### src/rtl/kb_event_queue.sv
// PS/2 scan-code decoder with modifier tracking, held-key table and show-ahead event FIFO.
// Events appear one cycle after the completing byte; a push into a full FIFO without a pop is dropped.
module kb_event_queue #(
  parameter int FIFO_DEPTH = 8,
  parameter int NKEYS      = 4
) (
  input  logic                       CLOCK_50,
  input  logic                       clrn,
  input  logic [7:0]                 ps2_data,
  input  logic                       ps2_ready,
  output logic                       ps2_nextdata_n,
  input  logic                       ev_pop,
  output logic                       ev_valid,
  output logic [12:0]                ev_data,
  output logic                       is_shift,
  output logic                       is_ctrl,
  output logic                       is_capital,
  output logic [$clog2(NKEYS+1)-1:0] held_count,
  output logic                       overflow,
  output logic                       is_error
);

  localparam int AW = $clog2(FIFO_DEPTH);
  localparam int KW = (NKEYS > 1) ? $clog2(NKEYS) : 1;
  localparam int CW = $clog2(NKEYS + 1);
  localparam logic [AW:0] PTR_ONE = 1;

  localparam logic [7:0] C_BRK    = 8'hF0;
  localparam logic [7:0] C_EXT    = 8'hE0;
  localparam logic [7:0] C_LSHIFT = 8'h12;
  localparam logic [7:0] C_RSHIFT = 8'h59;
  localparam logic [7:0] C_CTRL   = 8'h14;
  localparam logic [7:0] C_CAPS   = 8'h58;
  localparam logic [7:0] C_BAT    = 8'hAA;
  localparam logic [7:0] C_ACK    = 8'hFA;
  localparam logic [7:0] C_PAUSE  = 8'hE1;

  typedef enum logic [1:0] {ST_IDLE, ST_BRK, ST_EXT, ST_EXT_BRK} state_t;

  state_t            state_q, state_d;
  logic              nextdata_n_q, nextdata_n_d;
  logic              lshift_q, lshift_d;
  logic              rshift_q, rshift_d;
  logic              ctrl_q, ctrl_d;
  logic              caps_q, caps_d;
  logic              caps_held_q, caps_held_d;
  logic [NKEYS-1:0]  held_vld_q, held_vld_d;
  logic [8:0]        held_key_q [NKEYS];
  logic [8:0]        held_key_d [NKEYS];
  logic [AW:0]       wr_ptr_q, wr_ptr_d;
  logic [AW:0]       rd_ptr_q, rd_ptr_d;
  logic              overflow_q, overflow_d;
  logic              error_q, error_d;
  logic [12:0]       mem_q [FIFO_DEPTH];
  logic [12:0]       mem_d [FIFO_DEPTH];

  logic              consume, complete, cur_ext, cur_brk;
  logic              hit, free;
  logic [KW-1:0]     hit_idx, free_idx;
  logic              push, do_push, do_pop, fifo_full;
  logic [12:0]       ev_word;
  logic [CW-1:0]     cnt;

  always_comb begin
    state_d      = state_q;
    lshift_d     = lshift_q;
    rshift_d     = rshift_q;
    ctrl_d       = ctrl_q;
    caps_d       = caps_q;
    caps_held_d  = caps_held_q;
    held_vld_d   = held_vld_q;
    held_key_d   = held_key_q;
    error_d      = error_q;
    complete     = 1'b0;
    push         = 1'b0;

    // The receiver is not looked at during the strobe cycle, so each byte is taken exactly once.
    consume      = ps2_ready && nextdata_n_q;
    nextdata_n_d = !consume;

    cur_ext = (state_q == ST_EXT) || (state_q == ST_EXT_BRK);
    cur_brk = (state_q == ST_BRK) || (state_q == ST_EXT_BRK);
    // Event fields sample modifier state before this byte can change it.
    ev_word = {ctrl_q, lshift_q | rshift_q, caps_q, cur_ext, cur_brk, ps2_data};

    hit      = 1'b0;
    hit_idx  = '0;
    free     = 1'b0;
    free_idx = '0;
    for (int i = 0; i < NKEYS; i++) begin
      if (!hit && held_vld_q[i] && (held_key_q[i] == {cur_ext, ps2_data})) begin
        hit     = 1'b1;
        hit_idx = KW'(i);
      end
      if (!free && !held_vld_q[i]) begin
        free     = 1'b1;
        free_idx = KW'(i);
      end
    end

    if (consume) begin
      unique case (state_q)
        ST_IDLE: begin
          if (ps2_data == C_BRK) state_d = ST_BRK;
          else if (ps2_data == C_EXT) state_d = ST_EXT;
          else if (ps2_data != C_BAT && ps2_data != C_ACK && ps2_data != C_PAUSE) complete = 1'b1;
        end
        ST_EXT: begin
          if (ps2_data == C_BRK) state_d = ST_EXT_BRK;
          else if (ps2_data == C_EXT) begin
            error_d = 1'b1;
            state_d = ST_IDLE;
          end else complete = 1'b1;
        end
        ST_BRK, ST_EXT_BRK: begin
          if (ps2_data == C_BRK || ps2_data == C_EXT) begin
            error_d = 1'b1;
            state_d = ST_IDLE;
          end else complete = 1'b1;
        end
        default: state_d = ST_IDLE;
      endcase
    end

    if (complete) begin
      state_d = ST_IDLE;
      case (ps2_data)
        C_LSHIFT: lshift_d = !cur_brk;
        C_RSHIFT: rshift_d = !cur_brk;
        C_CTRL:   ctrl_d   = !cur_brk;
        C_CAPS: begin
          if (cur_brk) caps_held_d = 1'b0;
          else begin
            if (!caps_held_q) caps_d = !caps_q;
            caps_held_d = 1'b1;
          end
        end
        default: begin
          if (cur_brk) begin
            if (hit) begin
              held_vld_d[hit_idx] = 1'b0;
              push = 1'b1;
            end
          end else if (hit) begin
            push = 1'b1;
          end else if (free) begin
            held_vld_d[free_idx] = 1'b1;
            held_key_d[free_idx] = {cur_ext, ps2_data};
            push = 1'b1;
          end else begin
            error_d = 1'b1;
          end
        end
      endcase
    end
  end

  always_comb begin
    ev_valid   = (wr_ptr_q != rd_ptr_q);
    fifo_full  = (wr_ptr_q[AW] != rd_ptr_q[AW]) && (wr_ptr_q[AW-1:0] == rd_ptr_q[AW-1:0]);
    do_pop     = ev_pop && ev_valid;
    do_push    = push && (!fifo_full || do_pop);
    wr_ptr_d   = wr_ptr_q;
    rd_ptr_d   = rd_ptr_q;
    mem_d      = mem_q;
    overflow_d = overflow_q;
    if (do_push) begin
      mem_d[wr_ptr_q[AW-1:0]] = ev_word;
      wr_ptr_d = wr_ptr_q + PTR_ONE;
    end
    if (do_pop) rd_ptr_d = rd_ptr_q + PTR_ONE;
    if (push && !do_push) overflow_d = 1'b1;
    ev_data = ev_valid ? mem_q[rd_ptr_q[AW-1:0]] : 13'd0;
  end

  always_comb begin
    cnt = '0;
    for (int i = 0; i < NKEYS; i++) cnt = cnt + CW'(held_vld_q[i]);
  end

  always_ff @(posedge CLOCK_50) begin
    if (!clrn) begin
      state_q      <= ST_IDLE;
      nextdata_n_q <= 1'b1;
      lshift_q     <= 1'b0;
      rshift_q     <= 1'b0;
      ctrl_q       <= 1'b0;
      caps_q       <= 1'b0;
      caps_held_q  <= 1'b0;
      held_vld_q   <= '0;
      held_key_q   <= '{default: '0};
      wr_ptr_q     <= '0;
      rd_ptr_q     <= '0;
      overflow_q   <= 1'b0;
      error_q      <= 1'b0;
    end else begin
      state_q      <= state_d;
      nextdata_n_q <= nextdata_n_d;
      lshift_q     <= lshift_d;
      rshift_q     <= rshift_d;
      ctrl_q       <= ctrl_d;
      caps_q       <= caps_d;
      caps_held_q  <= caps_held_d;
      held_vld_q   <= held_vld_d;
      held_key_q   <= held_key_d;
      wr_ptr_q     <= wr_ptr_d;
      rd_ptr_q     <= rd_ptr_d;
      overflow_q   <= overflow_d;
      error_q      <= error_d;
    end
  end

  // Storage needs no reset: nothing is read until the write pointer moves past it.
  always_ff @(posedge CLOCK_50) begin
    mem_q <= mem_d;
  end

  assign ps2_nextdata_n = nextdata_n_q;
  assign is_shift       = lshift_q | rshift_q;
  assign is_ctrl        = ctrl_q;
  assign is_capital     = caps_q;
  assign held_count     = cnt;
  assign overflow       = overflow_q;
  assign is_error       = error_q;

endmodule
### config.mk
export PLATFORM = sky130hd
export DESIGN_NAME = kb_event_queue
export DESIGN_NICKNAME = d
export VERILOG_FILES = /design/src/rtl/kb_event_queue.sv
export SDC_FILE = /design/constraint.sdc
export NUM_CORES = 1
export LEC_CHECK = 0
export BUFFER_PORTS_ARGS = -buffer_cell sky130_fd_sc_hd__buf_4
export CORE_MARGIN = 4
export CORE_UTILIZATION = 37
export CTS_CLUSTER_SIZE = 25
export DETAILED_ROUTE_END_ITERATION = 10
export PLACE_DENSITY = 0.55
export SLEW_MARGIN = 20
export SYNTH_ARGS = -nofsm -noshare
export SYNTH_HDL_FRONTEND = slang
export SYNTH_SLANG_ARGS = --single-unit
### constraint.sdc
create_clock -name CLOCK_50 -period 2.5 [get_ports CLOCK_50]
set_input_delay 0.25 -clock CLOCK_50 [delete_from_list [all_inputs] [get_ports CLOCK_50]]
set_output_delay 0.25 -clock CLOCK_50 [all_outputs]
set_load 0.05 [all_outputs]
; ---- After elaboration in Yosys (flattened, before gate mapping)
; Index checks and enable logic that the tools add are counted.
[word_totals]
register_bits = 162
input_bits = 12
out_inout_bits = 23
elab_cells = 188
[classes]
n_addsub = 5
n_lt_le_gt_ge = 9
eq_ne = 24
mux = 63
bitwise = 12
reduce_logical = 51
[op_table]
columns = cell, count
row1 = bitwise mux 104 bit, 1
row2 = 2-to-1 mux 13 bit, 4
row3 = binary-select mux 13 bit (select 3 bit), 1
row4 = demux 13 bit (select 3 bit), 1
row5 = bitwise mux 36 bit, 1
row6 = == test 9 bit, 4
row7 = 2-to-1 mux 1 bit, 35
row8 = "inequality test 8 bit, second input constant", 3
row9 = logical AND 1 bit, 21
row10 = demux 9 bit (select 2 bit), 1
row11 = 2-to-1 mux 2 bit, 9
row12 = "== test 8 x 5 -> 1 bit, second input constant", 2
row13 = "== test 8 x 7 -> 1 bit, second input constant", 2
row14 = "== test 8 bit, second input constant", 2
row15 = 2-to-1 mux 4 bit, 4
row16 = logical NOT 1 bit, 13
row17 = AND reduction 5 bit, 2
row18 = 2-to-1 mux 9 bit, 1
row19 = "adder 4 x 1 -> 4 bit, second input constant", 2
row20 = ">= comparator 4 bit, second input constant", 2
row21 = inverter 3 -> 4 bit, 2
row22 = AND reduction 2 bit, 4
row23 = AND reduction 4 bit, 2
row24 = "less-than comparator 2 x 3 -> 1 bit, second input constant", 2
row25 = 31 further kinds, 43

; ---- Logic depth before layout (Yosys ltp)
; Gate-level depths: netlist (run 1).
[logic_depth]
depth_word = 25
depth_mapped = 9
depth_no_buf = 6

; ---- Least setup slack after synthesis (run 1)
; OpenSTA, ideal clock, no wires.
[synth_timing]
path_type = register to register
from = reg nextdata_n_q (netlist: ps2_nextdata_n)
to = reg mem_q[39] (netlist bit) (enable)
setup_time_ns = 0.362
t_arrival_ns = 2.131
required_ns = 2.138
setup_slack_ns = 0.008
stages_incl_launch_ff = 8
path_buffers = 1
synth_period_minus_slack_ns = 2.492
path_cell_list = dfxtp_1 nand2_1 a41o_1 a211oi_4 buf_6 nand2_2 a21oi_4 and4bb_1
[synth_between]
elab_chain_len = 4
[synth_rtl]
columns = element, line_no
row1 = from (decl), 41  ; logic nextdata_n_q, nextdata_n_d;
row2 = from (signal assigned), 198  ; nextdata_n_q <= nextdata_n_d;
row3 = logical AND 1 bit, 78  ; consume = ps2_ready && nextdata_n_q;
row4 = 2-to-1 mux 1 bit, 101  ; if (consume) begin
row5 = 2-to-1 mux 1 bit, 125  ; if (complete) begin
row6 = logical AND 1 bit, 162  ; do_push = push && (!fifo_full || do_pop);
row7 = to (signal assigned), 215  ; mem_q <= mem_d;
row8 = to (decl), 54  ; logic [12:0] mem_q [FIFO_DEPTH];
; No other way between the ends.
; A chain may end at the register's enable or synchronous reset.

; ---- Final worst setup path (run 1)
[layout_timing]
from = reg held_key_q[22] (netlist bit)
to = reg mem_q[27] (netlist bit) (enable)
[layout_between]
elab_chain_len = 16
word_cells_on_any_way = 17
classes_between = 1 x eq/ne / 8 x mux / 8 x reduce/logical
[layout_rtl]
columns = element, line_no
row1 = from (decl), 48  ; logic [8:0] held_key_q [NKEYS];
row2 = from (signal assigned), 205  ; held_key_q <= held_key_d;
row3 = == test 9 bit (*), 91  ; if (!hit && held_vld_q[i] && (held_key_q[i] == {cur_ext, ps2_data})) begin
row4 = logical AND 1 bit (*), 91
row5 = 2-to-1 mux 1 bit (*), 91
row6 = logical NOT 1 bit, 91
row7 = logical AND 1 bit (2 in series), 91
row8 = 2-to-1 mux 1 bit (*), 91
row9 = logical NOT 1 bit, 91
row10 = logical AND 1 bit (2 in series), 91
row11 = 2-to-1 mux 1 bit (*), 91
row12 = 2-to-1 mux 1 bit (on tied branches), "144, 140"
row13 = 2-to-1 mux 1 bit (*), 139  ; if (cur_brk) begin
row14 = 2-to-1 mux 1 bit (*), 127  ; case (ps2_data)
row15 = 2-to-1 mux 1 bit (*), 125
row16 = logical AND 1 bit (*), 162
; Mark *: on every way between the ends. The rest lies on a longest branch, timed or not.

==> impl_metrics.json, run 1 <==
{
  "yosysUniqueCellTypes": 56,
  "synth_mux_area_share_pct": 11.0,
  "p_clk_share_pct": 38.1,
  "grt_pass1_wl_um": 27000,
  "async_flop_share_pct": 0,
  "cp.required_ns": 2.64,
  "setup_viol": 0,
  "area_growth_syn_to_layout_pct": 17.0,
  "post-route-min-period_ns": 2.40,
  "synth_top_area_cell": "edfxtp_1",
  "max_cap_violations": 0,
  "clkTransAtPathRegs_ns": 0.07,
  "synth_seq_area_share_pct": 58.3,
  "ys_warn_count": 0,
  "hold_viol": 0,
  "status": "completed",
  "drt_pass1_iterations": 4,
  "mostFrequentLayoutCell": "edfxtp_1",
  "synth_top_area_share_pct": 42.5,
  "routed_wl_um": 16800,
  "ys_ff_latch": 162,
  "numClockSinks": 162,
  "synth_xor_area_share_pct": 5.58,
  "ant_nets": 0,
  "synthSimpleGateAreaFrac_pct": 12.1,
  "synth_edf_count": 104,
  "final_nets": 630,
  "synth_cells": 569,
  "cts_setup_buffers": 0,
  "post-route-util_pct": 44.1,
  "n_fill_cell": 1828,
  "die_area_um2": 22200,
  "die_w_um": 149,
  "wl_per_cell_um": 18.9,
  "synth-adder-area-share_pct": 1.29,
  "power.density_nw_per_um2": 764,
  "layout_common_cells": "edfxtp_1, buf_4, dfxtp_1",
  "cts_made_buffers": 17,
  "min_period_over_period_pct": 96.0,
  "drt_iter0_drc": 375,
  "hold_slack_ns": 0.0189,
  "drive_gt1_share_pct": 23.4,
  "gp_congestion": 0.783,
  "tritoncts": "built",
  "cp.arrival_ns": 2.54,
  "die_h_um": 149,
  "drc_errors": 0,
  "core_um2": 19500,
  "synth_top_family_by_area": "simple AND/OR/NAND/NOR gates",
  "p_sw_share_pct": 29.3,
  "dpl.hpwl_um": 10800,
  "synth_area_per_cell_um2": 12.9,
  "worst-path-max-fanout": 13,
  "via_per_inst": 5.26,
  "synth_area_um2": 7350,
  "place.port_buffers": 34,
  "slew_viol_final": 0,
  "worstSetupPathType": "flop to flop",
  "start_util_pct": 37.6,
  "antenna_found_initial": 0,
  "io_pins": 35,
  "grt_max_degree": 48,
  "vias": 4678,
  "worst_pin_slew_ns": 0.526,
  "cp-end-kind": "flop",
  "internal_power_uw": 4650,
  "vdd_drop_max_uv": 503,
  "grt-ovfl-total": 0,
  "power_frac_seq_pct": 44.5,
  "p_sw_uw": 1920,
  "grt_setup_unrepaired": "no",
  "synthTopCellsByArea": "edfxtp_1, dfxtp_1, mux4_2",
  "combPwrFrac_pct": 17.4,
  "fin_worst_skew_ns": 0.00811,
  "antenna_cells": 0,
  "root_buffer": "clkbuf_16",
  "insertion_delay_ns": 0.43,
  "hp-class": "primary input to flop",
  "clock_path_buffers": 2,
  "fmax_mhz": 416,
  "crit_path_start_kind": "flop",
  "grt_pass1_vias": 4766,
  "syn_nets": 588,
  "synth_compound_area_share_pct": 7.18,
  "row_count": 51,
  "htree_levels": 4,
  "p_leak_uw": 0.00299,
  "synth_ff_type": "edfxtp_1",
  "max-slew-margin-rel_pct": 64.7,
  "grt_use_total_pct": 16.1
}
==> path summary, 6_finish.rpt <==
kind / from / endpoint / slack [ns] / depth (start not counted)
setup reg to reg: held_key_q[22]$_SDFFE_PN0P_ / mem_q[27]$_DFFE_PP_ / 0.1 / 7
hold reg to reg: ps2_nextdata_n$_SDFF_PN1_ / ps2_nextdata_n$_SDFF_PN1_ / 0.42 / 1
hold / removal: ps2_ready / ps2_nextdata_n$_SDFF_PN1_ / 0.02 / 2
setup / recovery: held_key_q[22]$_SDFFE_PN0P_ / mem_q[27]$_DFFE_PP_ / 0.1 / 7
==> worst max-delay path, cell delays in order (launching register included) <==
cell and delay [ns]:
dfxtp_1 0.32, xnor2_1 0.26, nand4_1 0.21, nor4_2 0.51, nor4b_4 0.12, a21oi_4 0.24, and4b_1 0.28, buf_12 0.17
==> per-stage QoR <==
| stage | setup TNS, ns | std cells | instance area (um2) | power [uW] | setup WS (ns) |
|---|---|---|---|---|---|
| 2_1_floorplan | 0 | 569 | 7350 | 3790 | 0.00794 |
| 3_3_place_gp | -0.112 | 857 | 8030 | 4140 | -0.00493 |
| 3_5_place_dp | 0 | 857 | 8030 | 4140 | 0.0107 |
| 4_1_cts | 0 | 889 | 8600 | 6650 | 0.0474 |
| 5_1_grt | 0 | 889 | 8600 | 6850 | 0.0138 |
| 6_report | 0 | 889 | 8600 | 6570 | 0.0990 |
==> registers in the layout (all words and copies together) (netlist names), 2 cells and up <==
signal	count
mem_q	104
held_key_q	36
held_vld_q	4
rd_ptr_q	4
wr_ptr_q	4
state_q	2
==> power by group through the flow <==
stage | Sequential, uW | Combinational, uW | Clock [uW]
floorplan | 2980 | 815 | 0
global placement | 2980 | 1160 | 0
detailed placement | 2980 | 1160 | 0
CTS | 2920 | 1160 | 2560
global route | 2930 | 1230 | 2690
finish | 2920 | 1140 | 2510
==> per-layer routing <==
| layer | share of wire [%] | up-vias | track usage, % |
|---|---|---|---|
| met5 | 0 | - | 0 |
| met4 | 1.4 | 0 | 4.99 |
| met3 | 5.2 | 22 | 4.28 |
| met2 | 47 | 129 | 25.1 |
| met1 | 46 | 2326 | 22.0 |
| li1 | - | 2201 | - |
==> what timing repair did <==
item,in CTS,in global routing
setup endpoints to repair,0,99
gates resized for setup,0,2
hold buffers,0,0
==> layout make-up <==
cell class / instances / area (um2) / area share, %
Inverter: 9 / 33.8 / 0.393
Clock buffer: 17 / 425 / 4.94
Multi-Input combinational cell: 350 / 2730 / 31.7
Tap cell: 265 / 332 / 3.85
Timing Repair Buffer: 71 / 646 / 7.50
Sequential cell: 162 / 4290 / 49.8
Clock inverter: 15 / 148 / 1.72
==> kinds of logic after synthesis <==
group | Yosys count
fa+ha+maj | 7
xor+xnor | 46
flops | 162
buf+inv | 57
mux | 48
simple gates | 155
compound gates | 94
==> synthesized netlist by cell type, drive strengths merged, types with 4 or more instances <==
| cell | number |
|---|---|
| clkbuf | 19 |
| inv | 9 |
| edfxtp | 104 |
| dfxtp | 58 |
| nand3 | 46 |
| nand4 | 8 |
| nand2b | 5 |
| nor2 | 30 |
| o21ai | 41 |
| and3 | 4 |
| buf | 29 |
| nor4 | 7 |
| xnor2 | 32 |
| ha | 6 |
| a21oi | 46 |
| mux2i | 22 |
| and4b | 4 |
| and2 | 4 |
| mux4 | 26 |
| xor2 | 14 |
| nor3 | 8 |
| nand2 | 21 |
Power figures use the tool's default switching activity.
==> run 2: changes to the inputs <==
--- a/config.mk
+++ b/config.mk
@@ -5,13 +5,15 @@
 export SDC_FILE = /design/constraint.sdc
 export NUM_CORES = 1
 export LEC_CHECK = 0
+export ABC_AREA = 1
 export BUFFER_PORTS_ARGS = -buffer_cell sky130_fd_sc_hd__buf_4
 export CORE_MARGIN = 4
 export CORE_UTILIZATION = 37
 export CTS_CLUSTER_SIZE = 25
 export DETAILED_ROUTE_END_ITERATION = 10
-export PLACE_DENSITY = 0.55
+export PLACE_DENSITY = 0.54
 export SLEW_MARGIN = 20
 export SYNTH_ARGS = -nofsm -noshare
 export SYNTH_HDL_FRONTEND = slang
 export SYNTH_SLANG_ARGS = --single-unit
+export TNS_END_PERCENT = 10
==> impl_metrics.json, run 2 <==
{
  "status": "completed",
  "largest_reg_flops": 104,
  "synth_seq_area_share_pct": 55.4,
  "max_cap_violations": 0,
  "n_fill_cell": 2043,
  "synthTopCellsByArea": "edfxtp_1, dfxtp_1, nand2_1",
  "dp_slack_ns": 0.0288,
  "insertion_delay_ns": 0.43,
  "core_um2": 20400,
  "grt_use_met2_pct": 32.3,
  "cp-end-kind": "output pin",
  "drt_pass1_iterations": 5,
  "syn_nets": 922,
  "die_h_um": 153,
  "yosysMostFrequentCell": "nand2_1",
  "final_nets": 983,
  "wl_per_cell_um": 17.1,
  "hp-start": "clrn",
  "grt_pass1_wl_um": 34200,
  "placed_area_um2": 8540,
  "synth_top_area_share_pct": 40.4,
  "async_flop_share_pct": 0,
  "crit_start": "rd_ptr_q[1]$_SDFFE_PN0P_",
  "hold_viol": 0,
  "ys_warn_count": 0,
  "seqCellArea_um2": 4290,
  "p_leak_uw": 0.00354,
  "grt_use_total_pct": 18.6,
  "gp_congestion": 0.901,
  "p_sw_share_pct": 33.2,
  "fin_worst_skew_ns": 0.0196,
  "mostFrequentLayoutCell": "nand2_1",
  "die_w_um": 153,
  "drt_iter0_drc": 339,
  "drive_gt1_share_pct": 15.9,
  "root_buffer": "clkbuf_16",
  "cts_made_buffers": 17,
  "routed_wl_um": 21400,
  "worst_pin_slew_ns": 0.847,
  "use_met3_pct": 3.52,
  "cts_hold_buf": 0,
  "multi_input_area_um2": 2940,
  "top_usage_layer": "met2",
  "grt_max_degree": 46,
  "finalWorstSetupSlack_ns": 0.123,
  "final_cell_area_um2": 9170,
  "grt_pass1_vias": 6276,
  "tritoncts": "built",
  "clkTransAtPathRegs_ns": 0.07,
  "synth_ff_type": "edfxtp_1",
  "internal_power_uw": 4700,
  "antenna_found_initial": 1,
  "rr_startpoint": "state_q[1]$_SDFFE_PP0P_",
  "p_clk_share_pct": 36.9,
  "top_register": "mem_q",
  "area_growth_syn_to_layout_pct": 18.5,
  "post-route-min-period_ns": 2.38,
  "yosys-top-cells-count": "nand2_1, nor2_1, edfxtp_1",
  "antenna_cells": 0,
  "vias": 6370,
  "layout_common_cells": "nand2_1, nor2_1, edfxtp_1",
  "worst-path-max-fanout": 26,
  "min_period_over_period_pct": 95.1,
  "die_area_um2": 23300,
  "via_per_inst": 5.11,
  "fmax_mhz": 421,
  "crit_path_start_kind": "flop",
  "slew_viol_final": 0,
  "synth_edf_count": 104,
  "power_frac_seq_pct": 41.8,
  "grt_setup_unrepaired": "yes",
  "start_util_pct": 37.9,
  "p_sw_uw": 2340,
  "grt-ovfl-total": 0,
  "synth_top_area_cell": "edfxtp_1",
  "row_count": 52,
  "cp.required_ns": 2.25,
  "reg_top3": "mem_q (104), held_key_q (36)",
  "ys_ff_latch": 162,
  "worstSetupPathType": "flop to output pin",
  "ant_nets": 0,
  "clock_path_buffers": 2,
  "synth_area_per_cell_um2": 8.57,
  "numClockSinks": 162,
  "combPwrFrac_pct": 21.2,
  "use_met1_pct": 23.4,
  "dpl.hpwl_um": 14600,
  "vdd_drop_max_uv": 484,
  "setup_viol": 0,
  "total_power_uw": 7030,
  "power.density_nw_per_um2": 767,
  "cp.arrival_ns": 2.13,
  "yosysUniqueCellTypes": 39,
  "htree_levels": 4,
  "synth_cells": 903,
  "io_pins": 35,
  "max-slew-margin-rel_pct": 43.4,
  "place.port_buffers": 34,
  "synth_area_um2": 7740,
  "hp-class": "primary input to flop",
  "drc_errors": 0
}
run 2: cell count changes after synthesis, moves of 12 or more:
cell     delta
a31oi_1    +14
o22ai_1    +13
nand3_1    +13
a21oi_1    +17
mux4_2     -26
inv_1      +58
o21ai_0    +60
xnor2_1    -28
o21ai_1    -20
inv_2      +12
mux2i_1    -22
nor2_1    +113
nand2_1   +167
run 2: critical path, stage by stage (launching register included):
cell     delay (ns)
dfxtp_1        0.45
buf_6          0.27
o21ai_0        0.13
o22ai_1        0.19
o21ai_0        0.10
a31oi_1        0.26
buf_4          0.27
run 2: worst paths after layout:
| kind | to | depth (start not counted) | slack (ns) |
|---|---|---|---|
| max | ev_data[5] | 6 | 0.12 |
| min | ps2_nextdata_n$_SDFF_PN1_ | 2 | 0.1 |
| max reg2reg | mem_q[89]$_DFFE_PP_ | 13 | 0.18 |
| min reg2reg | rshift_q$_SDFFE_PN0P_ | 2 | 0.45 |
run 2: per-stage QoR:
step / hold WS, ns / setup TNS, ns / std cells / utilization [%]
after global routing: 0.0943 / -0.108 / 1247 / 44.9
after detailed placement: 0.444 / 0 / 1214 / 41.8
after floorplan: 0.349 / -1.97 / 903 / -
after global placement: 0.443 / 0 / 1214 / 41.8
after CTS: 0.0755 / 0 / 1246 / 44.7
final: 0.0953 / 0 / 1247 / 44.9
run 2: timing repair:
item / CTS / global route
buffers inserted: 0 / 1
pin swaps: 0 / 1
endpoints found under the setup margin: 1 / 69
gates resized for setup: 1 / 8
run 2: layer usage:
| layer | vias up | share of wire, % |
|---|---|---|
| li1 | 3161 | - |
| met1 | 3035 | 45 |
| met2 | 136 | 49 |
| met3 | 36 | 4.2 |
| met4 | 2 | 1.9 |
| met5 | - | 0.033 |
run 2: logic make-up (layout without fill, tap and decap cells):
group | count (synthesis) | in the layout | share of synthesized area [%]
AO/OA/AOI/OAI | 171 | 171 | 11.6
AND/OR/NAND/NOR | 429 | 429 | 23.6
adder cells (fa/ha/maj) | 7 | 7 | 1.23
flip-flops | 162 | 162 | 55.4
XOR/XNOR | 12 | 12 | 1.36
buffers and inverters | 122 | 196 | 6.84
run 2: area by class of cell:
cell class / instances / area share (%)
Sequential cell: 162 / 46.8
Clock inverter: 15 / 1.94
Clock buffer: 17 / 4.64
Timing Repair Buffer: 83 / 7.60
Inverter: 81 / 3.34
Tap cell: 270 / 3.68
Multi-Input combinational cell: 619 / 32.0
run 2: power groups by stage:
stage                     combinational [uW]  sequential (uW)  clock, uW
after floorplan                          996             2990          0
after global placement                  1490             3000          0
after detailed placement                1490             3000          0
after CTS                               1500             2940       2660
after global routing                    1630             2950       2770
final                                   1490             2940       2600
==> run 3: changes to the inputs <==
--- a/config.mk
+++ b/config.mk
@@ -7,7 +7,7 @@
 export LEC_CHECK = 0
 export ABC_AREA = 1
 export BUFFER_PORTS_ARGS = -buffer_cell sky130_fd_sc_hd__buf_4
-export CORE_MARGIN = 4
+export CORE_MARGIN = 5
 export CORE_UTILIZATION = 37
 export CTS_CLUSTER_SIZE = 25
 export DETAILED_ROUTE_END_ITERATION = 10
==> impl_metrics.json, run 3 (synthesis gave the netlist of run 2 again) <==
{
  "status": "completed",
  "ff2ff_path_depth": 12,
  "routed.top_layer": "met4",
  "hp-class": "primary input to flop",
  "wl_met3_um": 892,
  "setup_viol": 0,
  "dpl.cell_count": 1200,
  "numClockSinks": 162,
  "drt_pass1_iterations": 5,
  "power_frac_seq_pct": 42.0,
  "final_cell_area_um2": 9110,
  "dr_wl_met2_um": 10100,
  "wl_met1_um": 9360,
  "post-route-util_pct": 44.6,
  "root_buffer": "clkbuf_16",
  "worst_pin_slew_ns": 0.832,
  "r2r_setup_slack_ns": 0.20,
  "start_util_pct": 37.9,
  "clkTransAtPathRegs_ns": 0.07,
  "grt_pass1_wl_um": 33000,
  "worstSetupPathType": "flop to output pin",
  "place.port_buffers": 34,
  "finalWorstSetupSlack_ns": 0.131,
  "die_h_um": 155,
  "whs_path_depth": 2,
  "grt_use_total_pct": 17.7,
  "hp-start": "clrn",
  "largest_reg_flops": 104,
  "grt_max_degree": 53,
  "post-route-min-period_ns": 2.37,
  "row_count": 52,
  "antenna_found_initial": 0,
  "drc_errors": 0,
  "drt_iter0_drc": 498,
  "top_register": "mem_q",
  "dpl.hpwl_um": 13500,
  "fin_worst_skew_ns": 0.00986,
  "mostFrequentLayoutCell": "nand2_1",
  "worst_r2r_endpoint": "mem_q[70]$_DFFE_PP_",
  "grt-ovfl-total": 0,
  "drive_gt1_share_pct": 14.6,
  "antenna_cells": 0,
  "p_sw_share_pct": 31.8,
  "vias": 6192,
  "dp_slack_ns": 0.0259,
  "rr_startpoint": "state_q[1]$_SDFFE_PP0P_",
  "fin_cells": 1232,
  "slew_viol_final": 0,
  "die_w_um": 155,
  "routed_wl_um": 20700,
  "htree_levels": 4,
  "cp.arrival_ns": 2.12,
  "worst-path-max-fanout": 29,
  "cts_made_buffers": 17,
  "total_power_uw": 7000,
  "internal_power_uw": 4770,
  "core_um2": 20400,
  "wl_per_cell_um": 16.8,
  "clock_path_buffers": 2,
  "min_to": "ps2_nextdata_n$_SDFF_PN1_",
  "reg_top3": "mem_q (104), held_key_q (36)",
  "ant_nets": 0,
  "min_period_over_period_pct": 94.8,
  "grt_setup_unrepaired": "no",
  "tritoncts": "built",
  "max_cap_violations": 0,
  "p_leak_uw": 0.00348,
  "area_growth_syn_to_layout_pct": 17.8,
  "vdd_drop_max_uv": 472,
  "p_sw_uw": 2230,
  "cp.required_ns": 2.25,
  "final_nets": 969,
  "io_pins": 35,
  "power.density_nw_per_um2": 768,
  "p_clk_share_pct": 36.3,
  "fmax_mhz": 422,
  "max-slew-margin-rel_pct": 44.4,
  "via_per_inst": 5.03,
  "gp_congestion": 0.892,
  "combPwrFrac_pct": 21.7,
  "hold_viol": 0,
  "layout_common_cells": "nand2_1, nor2_1, edfxtp_1",
  "insertion_delay_ns": 0.43,
  "die_area_um2": 23900,
  "grt_pass1_vias": 5995,
  "crit_path_start_kind": "flop",
  "placed_area_um2": 8480,
  "cts_hold_buf": 0,
  "cp-end-kind": "output pin"
}
run 3: worst max-delay path: stages (launching register included):
cell	delay [ns]
dfxtp_1	0.34
buf_12	0.18
inv_1	0.12
buf_6	0.18
o21ai_0	0.10
o22ai_1	0.11
o21ai_0	0.10
a31oi_1	0.29
buf_4	0.27
run 3: layout make-up:
cell class                      count  area, um2
Clock inverter                     14        145
Inverter                           81        310
Multi-Input combinational cell    619       2930
Sequential cell                   162       4290
Timing Repair Buffer               69        666
Fill cell                        2043      11300
Clock buffer                       17        425
Tap cell                          270        338
run 3: repair_timing:
action,CTS,global route
buffers inserted,0,1
resized for setup,1,12
endpoints found under the setup margin,1,20
run 3: through the flow:
| step | TNS (ns) | hold slack (ns) |
|---|---|---|
| 4_1_cts | 0 | 0.0744 |
| 3_5_place_dp | 0 | 0.448 |
| 5_1_grt | 0 | 0.0969 |
| 6_report | 0 | 0.0954 |
| 3_3_place_gp | 0 | 0.442 |
| 2_1_floorplan | -1.97 | 0.349 |
run 3: how the worst max path moves through the flow:
stage	endpoint	cells after the start	slack [ns]	from
floorplan	ev_data[10]	7	-0.22	wr_ptr_q[2]$_SDFFE_PN0P_
global placement	mem_q[43]$_DFFE_PP_	14	0.06	ps2_data[5]
detailed placement	mem_q[42]$_DFFE_PP_	14	0.03	ps2_data[5]
CTS	held_count[1]	6	0.01	held_vld_q[3]$_SDFFE_PN0P_
global route	ev_data[12]	8	0.008	rd_ptr_q[1]$_SDFFE_PN0P_
finish	ev_data[5]	8	0.13	rd_ptr_q[1]$_SDFFE_PN0P_
run 3: layer usage:
layer / vias up / global-route usage, %
li1: 3125 / -
met1: 2918 / 23.2
met2: 124 / 30.4
met3: 25 / 2.91
met4: 0 / 4.96
met5: - / 0
run 3: power groups by stage:
stage          logic, uW  clock network [uW]  registers [uW]
6_report            1520                2540            2940
5_1_grt             1660                2710            2950
4_1_cts             1500                2590            2940
3_5_place_dp        1500                   0            3000
3_3_place_gp        1500                   0            3000
2_1_floorplan        996                   0            2990
